==> src/rtl/console_mux.sv <==
// -----------------------------------------------------------------------------
// console_mux
//   Console aggregator for multi-core tops. Each core's UART-write stream is
//   buffered in its own FIFO; a round-robin arbiter merges the FIFOs onto one
//   tagged byte stream with a valid/ready handshake. Also registers per-core
//   LED state and produces a drained-finish flag.
//
// Optional feature (macro CONSOLE_LINE_LOCK_EN):
//   When defined, the arbiter holds its grant on a channel until that channel
//   emits 0x0A, so lines from different cores do not interleave. The lock is
//   dropped early if the locked channel runs dry while another channel has
//   data. When undefined, arbitration is pure per-byte round-robin.
//
// Parameters:
//   NUM_CORES   number of core channels (1..16)
//   FIFO_DEPTH  entries per channel FIFO (power of two, >= 2)
//   SRC_W       width of tx_src (2**SRC_W >= NUM_CORES)
//
// Ports:
//   CLK, RST_N     clock (rising edge), async active-low reset
//   uart_wr_valid  per-core byte write request
//   uart_wr_data   per-core byte, core i at [8i+7:8i]
//   uart_wr_ready  per-core accept (FIFO not full)
//   led_wr_valid   per-core LED write strobe
//   led_wr_data    per-core LED value
//   led            registered LED state
//   core_done      per-core finish pulse
//   tx_valid/tx_data/tx_src/tx_ready  merged tagged byte output
//   all_done       all cores done and every buffer drained (registered)
// -----------------------------------------------------------------------------

// Per-channel byte FIFO. Ready depends only on the registered count, so a
// full FIFO refuses a write even on a cycle where it is also being popped.
module console_mux_fifo #(
  parameter int FIFO_DEPTH = 8
) (
  input  logic       CLK,
  input  logic       RST_N,
  input  logic       i_push,
  input  logic [7:0] i_data,
  input  logic       i_pop,
  output logic [7:0] o_data,
  output logic       o_ready,
  output logic       o_nonempty
);
  localparam int AW    = $clog2(FIFO_DEPTH);
  localparam int CNT_W = AW + 1;

  logic [7:0]       r_mem [FIFO_DEPTH];
  logic [AW-1:0]    r_wr_ptr;
  logic [AW-1:0]    r_rd_ptr;
  logic [CNT_W-1:0] r_count;
  logic             w_push;
  logic             w_pop;

  assign o_ready    = (r_count != CNT_W'(FIFO_DEPTH));
  assign o_nonempty = (r_count != '0);
  assign o_data     = r_mem[r_rd_ptr];
  assign w_push     = i_push && o_ready;
  // Pop is only honoured on data that was present before the edge.
  assign w_pop      = i_pop && o_nonempty;

  // Storage carries no reset; pointers and count define what is valid.
  always_ff @(posedge CLK) begin
    if (w_push) r_mem[r_wr_ptr] <= i_data;
  end

  // Power-of-two depth: pointers wrap naturally.
  always_ff @(posedge CLK or negedge RST_N) begin
    if (!RST_N) begin
      r_wr_ptr <= '0;
      r_rd_ptr <= '0;
      r_count  <= '0;
    end else begin
      if (w_push) r_wr_ptr <= r_wr_ptr + 1'b1;
      if (w_pop)  r_rd_ptr <= r_rd_ptr + 1'b1;
      case ({w_push, w_pop})
        2'b10:   r_count <= r_count + 1'b1;
        2'b01:   r_count <= r_count - 1'b1;
        default: r_count <= r_count;
      endcase
    end
  end
endmodule

module console_mux #(
  parameter int NUM_CORES  = 2,
  parameter int FIFO_DEPTH = 8,
  parameter int SRC_W      = 4
) (
  input  logic                   CLK,
  input  logic                   RST_N,
  input  logic [NUM_CORES-1:0]   uart_wr_valid,
  input  logic [8*NUM_CORES-1:0] uart_wr_data,
  output logic [NUM_CORES-1:0]   uart_wr_ready,
  input  logic [NUM_CORES-1:0]   led_wr_valid,
  input  logic [NUM_CORES-1:0]   led_wr_data,
  output logic [NUM_CORES-1:0]   led,
  input  logic [NUM_CORES-1:0]   core_done,
  output logic                   tx_valid,
  output logic [7:0]             tx_data,
  output logic [SRC_W-1:0]       tx_src,
  input  logic                   tx_ready,
  output logic                   all_done
);
  localparam int PTR_W = (NUM_CORES > 1) ? $clog2(NUM_CORES) : 1;

  logic [NUM_CORES-1:0][7:0] w_rd_data;
  logic [NUM_CORES-1:0]      w_nonempty;
  logic [NUM_CORES-1:0]      w_pop;
  logic                      w_free;
  logic                      w_grant_vld;
  logic [PTR_W-1:0]          w_grant_idx;

  logic [PTR_W-1:0]          r_rr_ptr;
  logic                      r_tx_valid;
  logic [7:0]                r_tx_data;
  logic [SRC_W-1:0]          r_tx_src;
  logic [NUM_CORES-1:0]      r_led;
  logic [NUM_CORES-1:0]      r_done;
  logic                      r_all_done;
`ifdef CONSOLE_LINE_LOCK_EN
  logic                      r_lock;
`endif

  // Output register can take a new byte when empty or being consumed.
  assign w_free = !r_tx_valid || tx_ready;

  genvar g;
  generate
    for (g = 0; g < NUM_CORES; g++) begin : g_ch
      console_mux_fifo #(.FIFO_DEPTH(FIFO_DEPTH)) u_fifo (
        .CLK        (CLK),
        .RST_N      (RST_N),
        .i_push     (uart_wr_valid[g]),
        .i_data     (uart_wr_data[8*g +: 8]),
        .i_pop      (w_pop[g]),
        .o_data     (w_rd_data[g]),
        .o_ready    (uart_wr_ready[g]),
        .o_nonempty (w_nonempty[g])
      );
      assign w_pop[g] = w_free && w_grant_vld && (w_grant_idx == PTR_W'(g));
    end
  endgenerate

  // Round-robin search: first non-empty channel starting at rr_ptr+1.
  always_comb begin
    int               idx;
    logic [PTR_W-1:0] cand;
    idx         = 0;
    cand        = '0;
    w_grant_vld = 1'b0;
    w_grant_idx = '0;
    for (int k = 1; k <= NUM_CORES; k++) begin
      idx  = (int'(r_rr_ptr) + k) % NUM_CORES;
      cand = PTR_W'(idx);
      if (!w_grant_vld && w_nonempty[cand]) begin
        w_grant_vld = 1'b1;
        w_grant_idx = cand;
      end
    end
`ifdef CONSOLE_LINE_LOCK_EN
    // rr_ptr always holds the last granted channel, so it names the lock owner.
    if (r_lock && w_nonempty[r_rr_ptr]) begin
      w_grant_vld = 1'b1;
      w_grant_idx = r_rr_ptr;
    end
`endif
  end

  always_ff @(posedge CLK or negedge RST_N) begin
    if (!RST_N) begin
      r_rr_ptr   <= '0;
      r_tx_valid <= 1'b0;
      r_tx_data  <= '0;
      r_tx_src   <= '0;
    end else if (w_free) begin
      if (w_grant_vld) begin
        r_tx_valid <= 1'b1;
        r_tx_data  <= w_rd_data[w_grant_idx];
        r_tx_src   <= SRC_W'(w_grant_idx);
        r_rr_ptr   <= w_grant_idx;
      end else begin
        r_tx_valid <= 1'b0;
      end
    end
  end

`ifdef CONSOLE_LINE_LOCK_EN
  // Any granted byte other than newline (re)arms the lock on its channel;
  // with nothing to pop the lock is simply held.
  always_ff @(posedge CLK or negedge RST_N) begin
    if (!RST_N) begin
      r_lock <= 1'b0;
    end else if (w_free && w_grant_vld) begin
      r_lock <= (w_rd_data[w_grant_idx] != 8'h0A);
    end
  end
`endif

  always_ff @(posedge CLK or negedge RST_N) begin
    if (!RST_N) begin
      r_led <= '0;
    end else begin
      for (int i = 0; i < NUM_CORES; i++) begin
        if (led_wr_valid[i]) r_led[i] <= led_wr_data[i];
      end
    end
  end

  // Done bits are sticky; all_done looks at pre-edge state, so it trails
  // the last byte's acceptance by one cycle.
  always_ff @(posedge CLK or negedge RST_N) begin
    if (!RST_N) begin
      r_done     <= '0;
      r_all_done <= 1'b0;
    end else begin
      r_done     <= r_done | core_done;
      r_all_done <= (&r_done) && !(|w_nonempty) && !r_tx_valid;
    end
  end

  assign tx_valid = r_tx_valid;
  assign tx_data  = r_tx_data;
  assign tx_src   = r_tx_src;
  assign led      = r_led;
  assign all_done = r_all_done;
endmodule

==> config.mk <==
export PLATFORM = sky130hd
export DESIGN_NAME = console_mux
export DESIGN_NICKNAME = d
export VERILOG_FILES = /design/src/rtl/console_mux.sv
export SDC_FILE = /design/constraint.sdc
export NUM_CORES = 1
export LEC_CHECK = 0
export ABC_AREA = 1
export CAP_MARGIN = 20
export CORE_ASPECT_RATIO = 0.9
export CORE_MARGIN = 2
export CORE_UTILIZATION = 61
export CTS_BUF_LIST = sky130_fd_sc_hd__clkbuf_4
export DETAILED_ROUTE_END_ITERATION = 8
export GPL_ROUTABILITY_DRIVEN = 0
export PLACE_DENSITY_LB_ADDON = 0.08
export SLEW_MARGIN = 20
export SYNTH_ARGS = -nofsm -noshare
export SYNTH_HDL_FRONTEND = slang
export SYNTH_SLANG_ARGS = --single-unit
==> constraint.sdc <==
create_clock -name CLK -period 3.15 [get_ports CLK]
set_clock_uncertainty 0.05 [all_clocks]
set_input_delay 0.63 -clock CLK [delete_from_list [all_inputs] [get_ports CLK]]
set_output_delay 0.63 -clock CLK [all_outputs]
set_load 0.005 [all_outputs]
==> impl_metrics.json <==
{
  "clkTransAtPathRegs_ns": 0.13,
  "drt-total-wl_um": 14000,
  "core-area_um2": 11000,
  "antennaDiodeCount": 0,
  "syn_area_um2": 6960,
  "finalSetupViolCount": 0,
  "nNetsFinal": 699,
  "fin_crit_sh_pct": 80.6,
  "clk-insertion-delay-late_ns": 0.54,
  "power_density_nw_per_um2": 896,
  "crit_chain": "nor2_2, nand2_2, nand2_2, nand2_4, nor2_4, ha_1, ha_1, nand2_1, inv_1, o21ai_0, nand2_1, nand2_1, nand2_1, nand2_1, nand2_1",
  "synth-edff-count": 128,
  "die_y_um": 105,
  "cp.arrival_ns": 2.94,
  "final_core_util_pct": 71.4,
  "io_buffers": 41,
  "ys_ff_latch": 163,
  "num_rows": 36,
  "grt_pass1_vias": 4593,
  "cp-end-kind": "register",
  "worst_path_max_delay_cell": "dfrtp_1",
  "slowest_delay_ns": 0.46,
  "path_class": "register to register",
  "place_area_um2": 7540,
  "worstSetupStartpointType": "register",
  "ys_types": 31,
  "hold_buffers": 0,
  "yosys_most_used_dff": "edfxtp_1",
  "cts_resized": 0,
  "postCtsSetupBuffers": 0,
  "rsz0062_at_grt": "no",
  "die_area_um2": 12300,
  "area_growth_pct": 12.8,
  "nFillCells": 804,
  "synth.top_cell.area_share_pct": 55.3,
  "ys_warn_count": 0,
  "status": "finished clean",
  "synthCells": 607,
  "vdd_ir_drop_max_v": 0.000622,
  "ios": 45,
  "avgSynthCellArea_um2": 11.5,
  "critPathMostFrequentCell": "nand2_1",
  "grt_pass1_wl_um": 22900,
  "crit_required_ns": 3.55,
  "start_util_pct": 63.3,
  "tritoncts": "built",
  "postRouteAntennaNets": 0,
  "p_leak_nw": 2.99,
  "synthTopCellsByCount": "131 x nor2_1, 128 x edfxtp_1, 83 x nand2_1, 66 x o21ai_0, 45 x nand3_1",
  "worstPathMaxFanout": 14,
  "place_hpwl_um": 9070,
  "cts_root_buffer": "clkbuf_4",
  "fmax_mhz": 394,
  "synth_seq_area_share_pct": 67.8,
  "final_cell_area_um2": 7850,
  "track_usage_pct": 24.9,
  "worst_pin_slew_ns": 0.914,
  "drtIter0Drc": 421,
  "cts_made_buffers": 17,
  "hold_path_class": "input pin to asynchronous set/reset pin",
  "cts.path.max_buffers": 2,
  "wl_per_cell_um": 17.0,
  "die_w_um": 117,
  "finalHoldViolations": 0,
  "antenna_found_initial": 0,
  "grt_overflow_total": 0,
  "max-slew-margin-rel_pct": 39.0,
  "cap_viol_max_count": 0,
  "async_flop_share_pct": 21.5,
  "fin_setup_tns_ns": 0,
  "grt_max_degree": 36,
  "vias": 4560,
  "cts.sinks": 163,
  "htreeDepth": 4,
  "vias_per_cell": 5.53,
  "synthTopCellsByArea": "edfxtp_1 55%, dfrtp_1 13%, nor2_1 7.1%, o21ai_0 4.7%, nand2_1 4.5%",
  "fin_crit_ns": 2.54,
  "synth_area_leader_cell": "edfxtp_1",
  "firstDrtPassIters": 7,
  "drc": 0,
  "slew_violations": 0,
  "yosysMostFrequentCell": "nor2_1",
  "drive_above_1_share_pct": 13.1
}
==> worst paths after layout <==
| kind | from | end | slack [ns] | depth (start not counted) |
|---|---|---|---|---|
| setup / recovery | g_ch[0].u_fifo.r_count[1]$_DFFE_PN0P_ | g_ch[1].u_fifo.r_count[3]$_DFFE_PN0P_ | 0.61 | 15 |
| hold / removal | RST_N | g_ch[0].u_fifo.r_wr_ptr[0]$_DFFE_PN0P_ | 0.11 | 1 |
| setup reg to reg | g_ch[0].u_fifo.r_count[1]$_DFFE_PN0P_ | g_ch[1].u_fifo.r_count[3]$_DFFE_PN0P_ | 0.61 | 15 |
| hold reg to reg | r_done[0]$_DFF_PN0_ | r_done[0]$_DFF_PN0_ | 0.44 | 1 |
| max in group asynchronous | RST_N | tx_valid$_DFFE_PN0P_ | 2.41 | 1 |
| min in group CLK | r_done[0]$_DFF_PN0_ | r_done[0]$_DFF_PN0_ | 0.44 | 1 |
==> layout by cell type, fill, tap and decap left out, drive strengths merged, types with 4 or more instances in the layout <==
cell           instances
nand3                 60
clkbuf                20
nor2                 136
nand2                 87
nand3b                 4
clkinv                 7
or2                    4
xor2                   7
xnor2                  4
clkdlybuf4s50         40
inv                   25
buf                   23
o21ai                 68
ha                    10
edfxtp               128
dfrtp                 35
==> area by class of cell <==
cell class,count,area [um2],area share [%]
Timing Repair Buffer,63,571,7.27
Sequential cell,163,4720,60.2
Tap cell,152,190,2.42
Multi-Input combinational cell,389,1960,25.0
Inverter,26,97.6,1.24
Clock buffer,20,150,1.91
Clock inverter,12,156,1.99
==> metrics by stage <==
step                      power (mW)  cells  hold WS (ns)  setup slack [ns]
after floorplan                 4.97    609         0.284             0.738
after global placement          5.62    793         0.405             0.414
after detailed placement        5.76    793         0.409             0.267
after CTS                       7.06    825         0.105             0.597
after global routing            7.53    825         0.140             0.379
final                           7.03    825         0.108             0.610
==> power breakdown <==
group	switching [mW]	leakage, nW	internal (mW)
registers	0.241	1.58	2.77
clock network	0.726	0.158	0.580
logic	1.72	1.26	0.992
==> sequential cells by signal (all words and copies together) (netlist names) <==
name                  cells
all_done                  1
g_ch.u_fifo.r_count       8
tx_data                   8
led                       2
tx_valid                  1
r_rr_ptr                  1
g_ch.u_fifo.r_rd_ptr      6
r_done                    2
g_ch.u_fifo.r_mem       128
g_ch.u_fifo.r_wr_ptr      6
==> cell families after synthesis <==
group                    synth area share [%]
AND/OR/NAND/NOR                          18.9
multiplexers                            0.324
XOR/XNOR                                 1.38
flip-flops                               67.8
other                                  0.0539
AO/OA/AOI/OAI                            5.07
buffers and inverters                    4.08
adder cells (fa/ha/maj)                  2.37
==> routing by layer <==
metal | global-route usage [%] | part of all wire (%) | routed length [um] | vias to the layer above
met4 | 8.99 | 1.7 | 235 | 0
li1 | - | - | - | 2168
met1 | 34.9 | 44 | 6130 | 2210
met3 | 6.56 | 7.1 | 991 | 24
met5 | 0 | 0 | 0 | -
met2 | 38.1 | 47 | 6640 | 158
==> critical path, delay by kind of cell (launching register included) <==
family	cells	cell delay, ns
adder cells (fa/ha/maj)	2	0.59
AO/OA/AOI/OAI	1	0.22
AND/OR/NAND/NOR	11	1.08
flip-flops	1	0.46
buffers and inverters	1	0.04
No activity file was read; power rests on OpenSTA's default activity.
